## src/rtl/wb_cmd_master.sv

```systemverilog
//------------------------------------------------------------------------------
// Module   : wb_cmd_master
// Brief    : Wishbone classic initiator driven by a valid/ready command stream,
//            returning data and status on a valid/ready response stream.
// Revision : 1.0 - initial release
//------------------------------------------------------------------------------
`default_nettype none

module wb_cmd_master #(
  parameter int DATA_WIDTH   = 32,
  parameter int ADDR_WIDTH   = 32,
  parameter int SELECT_WIDTH = DATA_WIDTH / 8,
  parameter int RETRY_LIMIT  = 3,
  parameter int TIMEOUT      = 1024
) (
  input  logic                    clk,
  input  logic                    rst,
  // command stream
  input  logic [ADDR_WIDTH-1:0]   cmd_addr,
  input  logic [DATA_WIDTH-1:0]   cmd_data,
  input  logic                    cmd_we,
  input  logic [SELECT_WIDTH-1:0] cmd_sel,
  input  logic                    cmd_valid,
  output logic                    cmd_ready,
  // response stream
  output logic [DATA_WIDTH-1:0]   rsp_data,
  output logic [1:0]              rsp_status,
  output logic                    rsp_valid,
  input  logic                    rsp_ready,
  // Wishbone initiator
  output logic [ADDR_WIDTH-1:0]   wb_adr_o,
  input  logic [DATA_WIDTH-1:0]   wb_dat_i,
  output logic [DATA_WIDTH-1:0]   wb_dat_o,
  output logic                    wb_we_o,
  output logic [SELECT_WIDTH-1:0] wb_sel_o,
  output logic                    wb_stb_o,
  input  logic                    wb_ack_i,
  input  logic                    wb_err_i,
  input  logic                    wb_rty_i,
  output logic                    wb_cyc_o
);

  localparam int c_tmo_w = (TIMEOUT > 0) ? $clog2(TIMEOUT + 1) : 1;
  localparam int c_rty_w = (RETRY_LIMIT > 0) ? $clog2(RETRY_LIMIT + 1) : 1;
  localparam bit c_tmo_en = (TIMEOUT != 0);
  localparam logic [c_tmo_w-1:0] c_tmo_max  = c_tmo_w'(TIMEOUT);
  localparam logic [c_tmo_w-1:0] c_tmo_last = (TIMEOUT > 0) ? c_tmo_w'(TIMEOUT - 1) : '0;
  localparam logic [c_rty_w-1:0] c_rty_max  = c_rty_w'(RETRY_LIMIT);

  localparam logic [1:0] c_st_ok  = 2'd0;
  localparam logic [1:0] c_st_err = 2'd1;
  localparam logic [1:0] c_st_rty = 2'd2;
  localparam logic [1:0] c_st_tmo = 2'd3;

  typedef enum logic [1:0] {
    S_IDLE    = 2'd0,
    S_BUS     = 2'd1,
    S_BACKOFF = 2'd2,
    S_RESP    = 2'd3
  } state_t;

  state_t                r_state;
  state_t                w_state_next;
  logic [c_tmo_w-1:0]    r_tmo_cnt;
  logic [c_rty_w-1:0]    r_rty_cnt;
  logic                  w_accept;
  logic                  w_done;
  logic                  w_retry;
  logic [1:0]            w_status;
  logic [DATA_WIDTH-1:0] w_rdata;

  assign w_accept = (r_state == S_IDLE) && cmd_valid && cmd_ready;

  // Termination priority is ack > err > rty > timeout; all decided while stb is high.
  always_comb begin
    w_state_next = r_state;
    w_done       = 1'b0;
    w_retry      = 1'b0;
    w_status     = c_st_ok;
    w_rdata      = '0;
    unique case (r_state)
      S_IDLE: begin
        if (w_accept) w_state_next = S_BUS;
      end
      S_BUS: begin
        if (wb_stb_o) begin
          if (wb_ack_i) begin
            w_done  = 1'b1;
            w_rdata = wb_we_o ? '0 : wb_dat_i;
          end else if (wb_err_i) begin
            w_done   = 1'b1;
            w_status = c_st_err;
          end else if (wb_rty_i) begin
            if (r_rty_cnt < c_rty_max) begin
              w_retry = 1'b1;
            end else begin
              w_done   = 1'b1;
              w_status = c_st_rty;
            end
          end else if (c_tmo_en && (r_tmo_cnt == c_tmo_last)) begin
            w_done   = 1'b1;
            w_status = c_st_tmo;
          end
        end
        if (w_done) begin
          w_state_next = S_RESP;
        end else if (w_retry) begin
          w_state_next = S_BACKOFF;
        end
      end
      S_BACKOFF: begin
        w_state_next = S_BUS;
      end
      S_RESP: begin
        if (rsp_valid && rsp_ready) w_state_next = S_IDLE;
      end
      default: begin
        w_state_next = S_IDLE;
      end
    endcase
  end

  always_ff @(posedge clk) begin
    if (rst) begin
      r_state <= S_IDLE;
    end else begin
      r_state <= w_state_next;
    end
  end

  // Outputs are registered from the next state so cyc/stb/ready change on the edge
  // that enters the state they belong to.
  always_ff @(posedge clk) begin
    if (rst) begin
      cmd_ready  <= 1'b0;
      rsp_data   <= '0;
      rsp_status <= c_st_ok;
      rsp_valid  <= 1'b0;
      wb_adr_o   <= '0;
      wb_dat_o   <= '0;
      wb_we_o    <= 1'b0;
      wb_sel_o   <= '0;
      wb_stb_o   <= 1'b0;
      wb_cyc_o   <= 1'b0;
      r_tmo_cnt  <= '0;
      r_rty_cnt  <= '0;
    end else begin
      cmd_ready <= (w_state_next == S_IDLE);
      wb_cyc_o  <= (w_state_next == S_BUS);
      wb_stb_o  <= (w_state_next == S_BUS);

      if (w_accept) begin
        wb_adr_o  <= cmd_addr;
        wb_dat_o  <= cmd_data;
        wb_we_o   <= cmd_we;
        wb_sel_o  <= cmd_sel;
        r_rty_cnt <= '0;
      end else if (w_retry) begin
        r_rty_cnt <= r_rty_cnt + 1'b1;
      end

      // Timer restarts on every entry to BUS, including re-issues after backoff.
      if (r_state == S_BUS) begin
        if (r_tmo_cnt != c_tmo_max) r_tmo_cnt <= r_tmo_cnt + 1'b1;
      end else begin
        r_tmo_cnt <= '0;
      end

      if (w_done) begin
        rsp_valid  <= 1'b1;
        rsp_status <= w_status;
        rsp_data   <= w_rdata;
      end else if (rsp_valid && rsp_ready) begin
        rsp_valid  <= 1'b0;
        rsp_status <= c_st_ok;
        rsp_data   <= '0;
      end
    end
  end

endmodule

`default_nettype wire

```

## config.mk

```make
export PLATFORM = sky130hd
export DESIGN_NAME = wb_cmd_master
export DESIGN_NICKNAME = d
export VERILOG_FILES = /design/src/rtl/wb_cmd_master.sv
export SDC_FILE = /design/constraint.sdc
export NUM_CORES = 1
export LEC_CHECK = 0
export CORE_UTILIZATION = 41
export CTS_BUF_LIST = sky130_fd_sc_hd__clkbuf_4
export CTS_CLUSTER_DIAMETER = 40
export DETAILED_ROUTE_END_ITERATION = 7
export PLACE_DENSITY = 0.8
export SLEW_MARGIN = 20
export SYNTH_ARGS = -nofsm -noshare
export SYNTH_HDL_FRONTEND = slang
export SYNTH_SLANG_ARGS = --single-unit
```

## constraint.sdc

```tcl
create_clock -name clk -period 2.15 [get_ports clk]
set_clock_uncertainty 0.15 [all_clocks]
set_input_delay 0.43 -clock clk [delete_from_list [all_inputs] [get_ports clk]]
set_output_delay 0.43 -clock clk [all_outputs]
set_load 0.05 [all_outputs]
```

== Yosys cells after proc, flatten, opt, wreduce, memory -nomap -nowiden ==
Cells that the tools add are included.
Storage, ports and cells
  memories: 0
  latch bits: 0
  register bits: 121
  RAM bits: 0
  output and inout bits: 107
  ROM bits: 0
Cells by class
  muxes and demuxes: 37
  shift-type cells: 0
  reduce and logical (&&, ||, !) cells: 8
  div/mod/pow operators: 0
  bitwise gates (word level): 1
  order comparisons: 1
  $add $sub $neg: 2
  equal/unequal tests: 6
  multipliers: 0
Operator list (number)
  $mux W32: 6
  $mux W2: 13
  $mux W1: 17
  $add A11 B1 Y11 const B: 1
  $eq A11 B10 Y1 const B: 1
  $ne A11 B11 Y1 const B: 1
  $pmux W2 S4: 1
  $eq A2 B1 Y1 const B: 2
  $eq A2 B2 Y1 const B: 2
  $logic_not A2 Y1: 2
  $reduce_or A2 Y1: 2
  $logic_and A1 B1 Y1: 3
  $add A2 B1 Y2 const B: 1
  $lt A2 B2 Y1 const B: 1
  $reduce_bool A2 Y1: 1
  $not A1 Y1: 1

== Depth between registers and ports, before layout ==
  word-level depth: 11
  mapped depth: 7
  mapped depth without buffers: 5

== Worst setup path after synthesis ==
Ideal clock, no wire load.
  path kind: register -> register
  start: register r_tmo_cnt[0]
  end: register rsp_data[22]
  clock period less this slack: 1.774 ns
  cell stages (with the launch flop): 8
  path slack: 0.376 ns
  path buffers: 2
  arrival time: 1.507 ns
  library setup time: 0.117 ns
  path through: dfxtp_1 ha_1 and3_1 buf_2 and4_4 o21ai_4 buf_6 a22o_1
Between the ends
  cells in the longest elaborated chain, start to end: 9
  elaborated cells on any way between the ends: 10
  classes of those cells: eq/ne: 1; mux: 8; reduce/logical: 1
Ends and longest elaborated chain
  from (decl): line 64  | logic [c_tmo_w-1:0] r_tmo_cnt;
  from (signal assigned): line 164  | if (r_tmo_cnt != c_tmo_max) r_tmo_cnt <= r_tmo_cnt + 1'b1;
  $eq A11 B10 Y1 *: line 100  | end else if (c_tmo_en && (r_tmo_cnt == c_tmo_last)) begin
  $mux W1 *: line 100
  $mux W1 *: line 93  | end else if (wb_rty_i) begin
  $mux W1 *: line 90  | end else if (wb_err_i) begin
  $mux W1 *: line 87  | if (wb_ack_i) begin
  $mux W1 *: line 86  | if (wb_stb_o) begin
  $mux W1 * (2 in series): line 81  | unique case (r_state)
  $mux W32 or $reduce_bool A2 Y1 (tied branches)
  to (signal assigned): line 172  | rsp_data <= w_rdata;
  to (decl): line 26  | output logic [DATA_WIDTH-1:0] rsp_data,
Every way passes the cells marked *; elsewhere a longest branch is shown, timed or not. The select of a mux whose other input is x is not followed.
A chain may end at the register's enable or synchronous reset.

== Final worst setup path ==
  start: register r_tmo_cnt[0]
  end: register rsp_data[4]
The elaborated chain is that of the path after synthesis.

==> impl_metrics.csv <==
group,metric,value,unit
sta,fin_ws,0.140,ns
pwr,powerDensity,702,mW/mm^2
logic_synthesis,yosysTopAreaCell,"dfxtp_1",
setup_path,critPathMaxStageDelay,0.57,ns
drt,firstDrtPassIters,7,
logic_synthesis,synth_area_leaders,"dfxtp_1, nand2_1, a21oi_1",
clock_tree,cts_hold_buf,0,
clock_tree,cts_root_buffer,"clkbuf_4",
final_layout,nFillCells,895,
logic_synthesis,netlist.area_leader.share,0.559,
clock_tree,ctsLongestPathBuffers,2,
place,dp_hpwl,8.45,mm
final_layout,n_antenna_cell,0,
setup_path,cp.required,2.41,ns
floorplanning,io-pin-count,215,
pwr,leakage,2.97,nW
drt,dr_total_vias,4126,
setup_path,setup.worst_path.class,"flip-flop to flip-flop",
sta,rsz0062_at_grt,"no",
run_status,status,"finished clean",
clock_tree,clk_pin_slew_worst_paths,0.12,ns
logic_synthesis,async_reset_ff_frac,0,
final_layout,layout.cells.non_filler,842,
clock_tree,cts_buffers,17,
floorplanning,die_h,105,um
logic_synthesis,synth_edf_count,0,
drt,ant_nets,0,
setup_path,endpoint_kind,"flip-flop",
global_route,grt_antenna_before_repair,0,
place,dpl_cell_area,0.00659,sq mm
place,port-buffer-count,214,
floorplanning,die_w,105,um
drt,wire_per_inst,14.1,um
setup_path,cp.buffers_inverters,0,
clock_tree,cts_tree,"built",
sta,setup_viol,0,
setup_path,start_kind,"flip-flop",
logic_synthesis,synthFlopType,"dfxtp_1",
floorplanning,start_util,0.421,
sta,fmax,497,MHz
logic_synthesis,syn_inst,481,
place,routabilityCongestion,0.877,
logic_synthesis,synth_nets,592,
floorplanning,rows,37,
setup_path,cp_cell_sequence,"ha_1 > and3_1 > and4_4 > o21ai_2 > a22o_1",
sta,slew_violations,0,
drt,wl,11.9,mm
logic_synthesis,yosys-top-cells-count,"nand2_1, dfxtp_1, a21oi_1, a22o_1",
sta,hold_viol_final,0,
logic_synthesis,synth_cell_types,39,
logic_synthesis,ys_ff_latch,121,
place,post-place-ws,-0.242,ns
clock_tree,clkLatencyLatePin,0.47,ns
drt,vias_per_cell,4.90,
sta,slew_headroom,0.520,
final_layout,area_growth,55.6,%
logic_synthesis,ys_warn_count,0,
logic_synthesis,yosysMostFrequentCell,"nand2_1",
global_route,grt_overflow_total,0,
logic_synthesis,synthesis.area,0.00433,sq mm
floorplanning,core,0.0103,sq mm
global_route,grt_max_degree,74,
sta,worstMarginPinSlew,0.720,ns
drt,drc_errors,0,
global_route,grt_pass1_wl,18.9,mm
sta,fin_crit,2.01,ns
hold_path,hold_class,"primary input to flip-flop",
sta,whs,0.125,ns
global_route,grt_pass1_vias,3979,
final_layout,drive_gt1_frac,0.0807,
flow_run,max_cap_violations,0,
pwr,irDropWorstVdd,0.406,mV
setup_path,cp.arrival,2.27,ns
final_layout,final_area,0.00674,sq mm
logic_synthesis,yosysSeqAreaShare,0.559,
clock_tree,cts.sinks,121,
global_route,grt_use_total,0.215,
clock_tree,h-tree-depth,4,
setup_path,crit_family,"compound AO/OA/AOI/OAI gates",
drt,drt_iter0_markers,157,
place,placedCellCount,809,
setup_path,crit_path_top_delay_cell,"o21ai_2",
logic_synthesis,synth.avg_cell_area,9.00,sq um
sta,period_share,0.935,
setup_path,path_max_fanout,16,
final_layout,nets,804,
sta,tns,0,ns
floorplanning,dieArea,0.0110,sq mm
cell families after synthesis:
family | count (synthesis) | share of synthesized area
multiplexers | 2 | 0.00462
AO/OA/AOI/OAI | 111 | 0.161
flip-flops | 121 | 0.559
AND/OR/NAND/NOR | 198 | 0.205
adder cells (fa/ha/maj) | 3 | 0.00867
buffers and inverters | 36 | 0.0413
XOR/XNOR | 10 | 0.0202
report_power, final:
group,switching [mW],total [mW],internal [mW]
Combinational,0.517,0.845,0.328
Clock,0.831,1.52,0.688
Sequential,0.0471,2.37,2.32
worst paths after layout:
kind | startpoint | endpoint | slack (ns) | depth (start not counted)
worst max register to register | r_tmo_cnt[0]$_SDFFE_PP0P_ | rsp_data[4]$_SDFFE_PP0P_ | 0.14 | 5
worst min-delay path | rst | rsp_valid$_SDFFE_PP0P_ | 0.13 | 2
worst min register to register | wb_sel_o[3]$_SDFFE_PP0P_ | wb_sel_o[3]$_SDFFE_PP0P_ | 0.31 | 2
worst max-delay path | r_tmo_cnt[0]$_SDFFE_PP0P_ | rsp_data[4]$_SDFFE_PP0P_ | 0.14 | 5
state kept, by name (all words and copies together), names as in the netlist:
register,flops
wb_adr_o,32
wb_we_o,1
wb_cyc_o,1
rsp_data,32
rsp_status,2
rsp_valid,1
r_tmo_cnt,11
r_rty_cnt,2
r_state,2
wb_dat_o,32
wb_sel_o,4
cmd_ready,1
cells in the final DEF, fill, tap and decap left out, drive strengths merged, types with 3 or more instances in the layout:
| cell | netlist | final |
|---|---|---|
| nand2 | 147 | 147 |
| and4 | 3 | 3 |
| dlygate4sd2 | 0 | 101 |
| clkbuf | 15 | 18 |
| o21ai | 2 | 3 |
| dfxtp | 121 | 121 |
| a21oi | 72 | 72 |
| nand4 | 4 | 4 |
| nor3 | 5 | 5 |
| clkinv | 0 | 9 |
| nor2 | 15 | 15 |
| clkdlybuf4s50 | 0 | 106 |
| clkinvlp | 0 | 3 |
| nand3 | 7 | 7 |
| nand2b | 3 | 3 |
| xor2 | 8 | 8 |
| ha | 3 | 3 |
| buf | 19 | 19 |
| a22o | 32 | 32 |
timing repair:
| action | CTS | global route |
|---|---|---|
| pin swaps | 0 | 1 |
| resized for setup | 101 | 0 |
| buffers inserted | 0 | 0 |
| cloned | 0 | 1 |
| endpoints found under the setup margin | 101 | 33 |
through the flow:
stage / power (mW) / utilization
floorplan: 2.91 / -
global placement: 3.30 / 0.641
detailed placement: 3.32 / 0.641
CTS: 4.79 / 0.655
global route: 4.95 / 0.656
finish: 4.73 / 0.656
layout make-up:
cell class	count	area, sq um	share of cell area
flip-flops and latches	121	2420	0.359
repair buffers	226	2120	0.315
well taps	136	170	0.0252
clock inverters	14	133	0.0197
multi-input cells	325	1750	0.260
clock buffers	18	135	0.0200
inverters	2	7.51	0.00111
layer usage:
layer	vias up	track usage	wire, um
li1	2056	-	-
met1	1891	0.247	4920
met2	166	0.366	5860
met3	13	0.0799	960
met4	0	0.0755	129
met5	-	0	0
Power figures use the tool's default switching activity.
